**src/rtl/lc3_prog_loader.sv**
```systemverilog
// LC3 program loader: accepts a big-endian object image byte stream, writes it into
// LC3 memory one word at a time, then releases the core (or holds it in reset on a bad image).
`ifndef MEMORY_WORDCOUNT
`define MEMORY_WORDCOUNT 65536
`endif

module lc3_prog_loader #(
  parameter int unsigned MEMORY_WORDCOUNT = `MEMORY_WORDCOUNT
) (
  input  logic        clk,
  input  logic        reset_n,
  input  logic        in_valid,
  input  logic [7:0]  in_data,
  output logic        in_ready,
  output logic        mem_we,
  output logic [15:0] mem_addr,
  output logic [15:0] mem_wdata,
  output logic        cpu_reset_n,
  output logic        done,
  output logic        error
);

  typedef enum logic [3:0] {
    S_ORIG_HI = 4'd0,
    S_ORIG_LO = 4'd1,
    S_CNT_HI  = 4'd2,
    S_CNT_LO  = 4'd3,
    S_DATA_HI = 4'd4,
    S_DATA_LO = 4'd5,
    S_WRITE   = 4'd6,
    S_RUN     = 4'd7,
    S_ERR     = 4'd8
  } state_t;

  localparam logic [16:0] LP_WORDS = 17'(MEMORY_WORDCOUNT);

  state_t      r_state;
  state_t      w_next_state;
  logic [15:0] r_orig;
  logic [15:0] r_cnt;
  logic [15:0] r_idx;
  logic [7:0]  r_hi;
  logic        r_in_ready;
  logic        r_mem_we;
  logic [15:0] r_mem_addr;
  logic [15:0] r_mem_wdata;
  logic        r_cpu_reset_n;
  logic        r_done;
  logic        r_error;

  logic        w_xfer;
  logic        w_next_ready;
  logic [15:0] w_cnt_full;
  logic [16:0] w_end;
  logic [15:0] w_idx_next;

  assign w_xfer     = in_valid & r_in_ready;
  assign w_cnt_full = {r_cnt[15:8], in_data};
  // 17-bit sum so an image running past the top of a full 64K memory is still caught
  assign w_end      = {1'b0, r_orig} + {1'b0, w_cnt_full};
  assign w_idx_next = r_idx + 16'd1;

  // Next-state decode for the load sequence
  always_comb begin
    w_next_state = r_state;
    case (r_state)
      S_ORIG_HI: begin
        if (w_xfer) w_next_state = S_ORIG_LO;
        else        w_next_state = r_state;
      end
      S_ORIG_LO: begin
        if (w_xfer) w_next_state = S_CNT_HI;
        else        w_next_state = r_state;
      end
      S_CNT_HI: begin
        if (w_xfer) w_next_state = S_CNT_LO;
        else        w_next_state = r_state;
      end
      S_CNT_LO: begin
        if (w_xfer) begin
          if (w_cnt_full == 16'd0)     w_next_state = S_RUN;
          else if (w_end > LP_WORDS)   w_next_state = S_ERR;
          else                         w_next_state = S_DATA_HI;
        end else begin
          w_next_state = r_state;
        end
      end
      S_DATA_HI: begin
        if (w_xfer) w_next_state = S_DATA_LO;
        else        w_next_state = r_state;
      end
      S_DATA_LO: begin
        if (w_xfer) w_next_state = S_WRITE;
        else        w_next_state = r_state;
      end
      S_WRITE: begin
        if (w_idx_next == r_cnt) w_next_state = S_RUN;
        else                     w_next_state = S_DATA_HI;
      end
      S_RUN:   w_next_state = S_RUN;
      S_ERR:   w_next_state = S_ERR;
      default: w_next_state = S_ERR;
    endcase
  end

  // Ready is asserted only in the byte-accepting states
  always_comb begin
    w_next_ready = 1'b0;
    if (w_next_state inside {S_ORIG_HI, S_ORIG_LO, S_CNT_HI, S_CNT_LO, S_DATA_HI, S_DATA_LO}) begin
      w_next_ready = 1'b1;
    end else begin
      w_next_ready = 1'b0;
    end
  end

  // State register
  always_ff @(posedge clk or negedge reset_n) begin
    if (!reset_n) r_state <= S_ORIG_HI;
    else          r_state <= w_next_state;
  end

  // Outputs are registered from the next state so they line up with the state they describe
  always_ff @(posedge clk or negedge reset_n) begin
    if (!reset_n) begin
      r_in_ready    <= 1'b0;
      r_mem_we      <= 1'b0;
      r_cpu_reset_n <= 1'b0;
      r_done        <= 1'b0;
      r_error       <= 1'b0;
    end else begin
      r_in_ready    <= w_next_ready;
      r_mem_we      <= (w_next_state == S_WRITE);
      r_cpu_reset_n <= (w_next_state == S_RUN);
      r_done        <= (w_next_state == S_RUN);
      r_error       <= (w_next_state == S_ERR);
    end
  end

  // Header capture, word assembly and write-address generation
  always_ff @(posedge clk or negedge reset_n) begin
    if (!reset_n) begin
      r_orig      <= 16'd0;
      r_cnt       <= 16'd0;
      r_idx       <= 16'd0;
      r_hi        <= 8'd0;
      r_mem_addr  <= 16'd0;
      r_mem_wdata <= 16'd0;
    end else begin
      if (w_xfer) begin
        case (r_state)
          S_ORIG_HI: r_orig[15:8] <= in_data;
          S_ORIG_LO: r_orig[7:0]  <= in_data;
          S_CNT_HI:  r_cnt[15:8]  <= in_data;
          S_CNT_LO:  r_cnt[7:0]   <= in_data;
          S_DATA_HI: r_hi         <= in_data;
          S_DATA_LO: begin
            r_mem_wdata <= {r_hi, in_data};
            r_mem_addr  <= r_orig + r_idx;
          end
          default: r_hi <= r_hi;
        endcase
      end
      if (r_state == S_WRITE) r_idx <= w_idx_next;
    end
  end

  assign in_ready    = r_in_ready;
  assign mem_we      = r_mem_we;
  assign mem_addr    = r_mem_addr;
  assign mem_wdata   = r_mem_wdata;
  assign cpu_reset_n = r_cpu_reset_n;
  assign done        = r_done;
  assign error       = r_error;

endmodule
```
**config.mk**
```make
export PLATFORM = sky130hd
export DESIGN_NAME = lc3_prog_loader
export DESIGN_NICKNAME = d
export VERILOG_FILES = /design/src/rtl/lc3_prog_loader.sv
export SDC_FILE = /design/constraint.sdc
export NUM_CORES = 1
export LEC_CHECK = 0
export CELL_PAD_IN_SITES_DETAIL_PLACEMENT = 2
export CELL_PAD_IN_SITES_GLOBAL_PLACEMENT = 2
export CORE_UTILIZATION = 35
export CTS_CLUSTER_SIZE = 40
export DETAILED_ROUTE_END_ITERATION = 12
export PLACE_DENSITY_LB_ADDON = 0.1
export SYNTH_ARGS = -nofsm -noshare
export SYNTH_HDL_FRONTEND = slang
export SYNTH_SLANG_ARGS = --single-unit
```
**constraint.sdc**
```tcl
create_clock -name clk -period 5.6 [get_ports clk]
set_input_delay 1.12 -clock clk [delete_from_list [all_inputs] [get_ports clk]]
set_output_delay 1.12 -clock clk [all_outputs]
set_load 0.01 [all_outputs]
```
==> results.md <==
- Worst hold path class: register to register
- Crit end category: register
- First-pass GRT wire length: 29,400 um
- Largest area contributor in the netlist: dfrtp_1
- Setup TNS: 0 ns
- Critical path's largest stage delay: 0.43 ns
- Die X: 132 um
- Final min period: 4.08 ns
- Final Instance Area: 6930 sq um
- WP data arrival: 4.37 ns
- Reg2reg start: r_orig[0]$_DFFE_PN0P_
- Combinational power share: 28.0%
- Max VDD drop: 0.000162 V
- Initial cell density of the core: 35.7%
- Synth area leaders: dfrtp_1, nand2_1, ha_1, mux2_2, xnor2_1
- Top Ports: 48
- Vias in the first global route: 5,305
- Capture point of the critical path: done$_DFF_PN0_
- Fraction of layout cells with a size suffix above 1: 12.7%
- Postcts setup bufs: 0
- Net Sw Frac: 32.3%
- Worst slew pin tran: 1.01 ns
- Violated checks: design-rule violations
- Syn nets: 656
- Critical-path maximum fanout: 8
- Cts repair resizes: 0
- Pins Over Slew Limit: 0
- CP Data Required Time: 5.89 ns
- Final critical-path setup slack: 1.52 ns
- Yosys top cell area share: 40.7%
- P&R area growth vs syn: 17.4%
- Critical path buffers and inverters: 2
- Synth top cells by count: nand2_1, dfrtp_1, ha_1, mux2_2, nor2_1
- Count leader, synth: nand2_1
- Worst R2R End: done$_DFF_PN0_
- Status: complete, but fails checks
- Critical path class: primary input to register
- Setup WS pre-CTS: 1.14 ns
- Nets: 704
- RSZ-0062 raised after global routing: no
- Pleak: 0.00321 uW
- Hold buffer count at cts: 0
- Antenna Cells: 0
- CP Launch Type: primary input
- Pwr dens: 317 nW/um^2
- Synth Cell Area: 5900 sq um
- Final count of hold timing violations: 0
- Worst-path clk slew: 0.07 ns
- Die height: 132 um
- CP Depth: 12
- ANT nets after route: 0
- Final Wtd Congestion: 0.840
- Syn. warnings: 0
- Synth Register Bits: 96
- Total CTS buffers: 9
- CP max stage cell: or4_1
- Register share of total power: 43.0%
- Period utilization: 72.9%
- Hpwl dp: 14,000 um
- Syn Area/Cell: 9.66 sq um
- CTS tree: done
- DRT Pass-1 Iters: 8
- I/O Buffers: 47
- Syn Inst Count: 611
- Final setup vio count: 0
- Critical Path Source: in_data[0]
- DR iter-0 viols: 215
- Slew HR: 32.0%
- Worst R2R Path Depth: 10
- Final WL: 18,300 um
- Sink Count: 96
- Clock Power Share: 28.9%
- Register-to-register setup slack: 2.48 ns
- Synth cell types: 73
- Via density: 5.42
- Clk buf depth: 2
- Post-synth EDFFs: 0
- Ys flop type: dfrtp_1
- Total grt overflow: 0
- Rows: 47
- Worst skew pair latency: 0.35 ns
- Die area: 17,400 sq um
- P_int: 1490 uW
- Routed len/inst: 20.7 um
- Root buf cell: clkbuf_16
- H-tree Lvls: 3
- Highest Clock Rate: 245 MHz
- CP top delay family: compound AO/OA/AOI/OAI gates
- P_sw: 707 uW
- Placement Cell Area: 6630 sq um
- Via Count: 4,795
- Clk_skew: 0.00683 ns
- Max Cap Viol: 0
- Sequential fraction of the synthesis area: 40.7%
- Ys async rst share: 100%
- Largest net degree at the start of global routing: 65
- DRC viols: 2
- Initial antenna violation count: 0
- Core area: 16,500 sq um
- Worst-path cell chain: clkdlybuf4s50_1 -> buf_4 -> ha_1 -> fa_1 -> xnor2_1 -> o221ai_1 -> or4_1 -> a211o_1 -> a2111oi_4 -> nand4_2 -> o31ai_4 -> and3_1
- Tot GR Track Use: 21.9%
power by group through the flow:
| stage | clock network (uW) | registers [uW] | logic [uW] |
|---|---|---|---|
| 2_1_floorplan | 0 | 944 | 322 |
| 3_3_place_gp | 0 | 947 | 593 |
| 3_5_place_dp | 0 | 957 | 622 |
| 4_1_cts | 655 | 944 | 628 |
| 5_1_grt | 673 | 961 | 682 |
| 6_report | 635 | 944 | 615 |
worst min-delay path: cells and delay by family (launching register included):
| family | cells | cell delay [ns] |
|---|---|---|
| DFF | 1 | 0.34 |
| and+or+nand+nor | 2 | 0.10 |
metal layers:
layer	routed length (um)	global-route usage [%]	vias to the layer above
met5	0	0	-
met4	272	7.04	0
li1	-	-	2269
met3	506	2.69	16
met2	9220	38.4	67
met1	8290	28.0	2443
how the worst min path moves through the flow:
stage	from	to	slack, ns	cells past startpoint
CTS	r_hi[0]$_DFFE_PN0P_	mem_wdata[8]$_DFFE_PN0P_	0.48	2
global route	r_hi[4]$_DFFE_PN0P_	mem_wdata[12]$_DFFE_PN0P_	0.50	2
finish	r_hi[0]$_DFFE_PN0P_	mem_wdata[8]$_DFFE_PN0P_	0.47	2
global placement	r_hi[1]$_DFFE_PN0P_	mem_wdata[9]$_DFFE_PN0P_	0.45	2
floorplan	r_hi[2]$_DFFE_PN0P_	mem_wdata[10]$_DFFE_PN0P_	0.43	2
detailed placement	r_hi[5]$_DFFE_PN0P_	mem_wdata[13]$_DFFE_PN0P_	0.46	2
logic make-up after synthesis:
logic type | after synthesis | share of synthesized area [%]
XOR/XNOR | 49 | 7.27
multiplexers | 40 | 7.46
AND/OR/NAND/NOR | 240 | 19.7
flip-flops | 96 | 40.7
buffers and inverters | 32 | 2.59
AO/OA/AOI/OAI | 120 | 14.8
adder cells (fa/ha/maj) | 34 | 7.46
flip-flops by register name, summed over array words and instances (netlist names):
signal / count
r_orig: 16
done: 1
r_state: 4
mem_we: 1
mem_wdata: 16
r_cnt: 16
r_idx: 16
r_hi: 8
error: 1
mem_addr: 16
in_ready: 1
metrics by stage:
stage                     hold WS (ns)  instances  utilization, %  total power (uW)
final                            0.471        884            41.9              2190
after global routing             0.497        884            41.9              2320
after CTS                        0.477        884            41.9              2230
after detailed placement         0.461        868            40.1              1580
after global placement           0.445        868            40.1              1540
after floorplan                  0.433        611               -              1270
layout by cell type, fill, tap and decap left out, types with 3 or more instances in the layout:
master           synthesis  layout
nor2b_1                  6       6
clkbuf_16                0       9
and3_1                  10      10
inv_1                   10      10
a211oi_1                 9       9
nor3_1                   7       7
nand3_1                 19      18
o31ai_1                  4       4
nand4_1                  7       7
a21o_1                  10      10
nand2_1                121     121
o21bai_1                 3       3
dfrtp_1                 96      96
ha_1                    32      32
nand2b_1                 6       6
o22ai_1                  3       3
nor4_1                   6       5
xor2_1                  21      21
and2_1                   3       3
mux2i_1                  8       8
o211ai_1                 8       8
clkdlybuf4s50_1          0      46
o21a_1                   5       5
or2_2                    3       3
xnor2_1                 28      28
a21oi_1                 19      19
mux2_2                  32      32
nor2_1                  32      32
buf_4                    3      12
o21ai_0                 29      29
cell type report:
type	count	area, sq um
timing repair buffer	58	551
inverter	11	41.3
clock buffer	13	260
clock inverter	3	40.0
fill	1808	9600
tap	220	275
multi-input combinational	483	3360
sequential	96	2400
No activity file was read; power rests on OpenSTA's default activity.
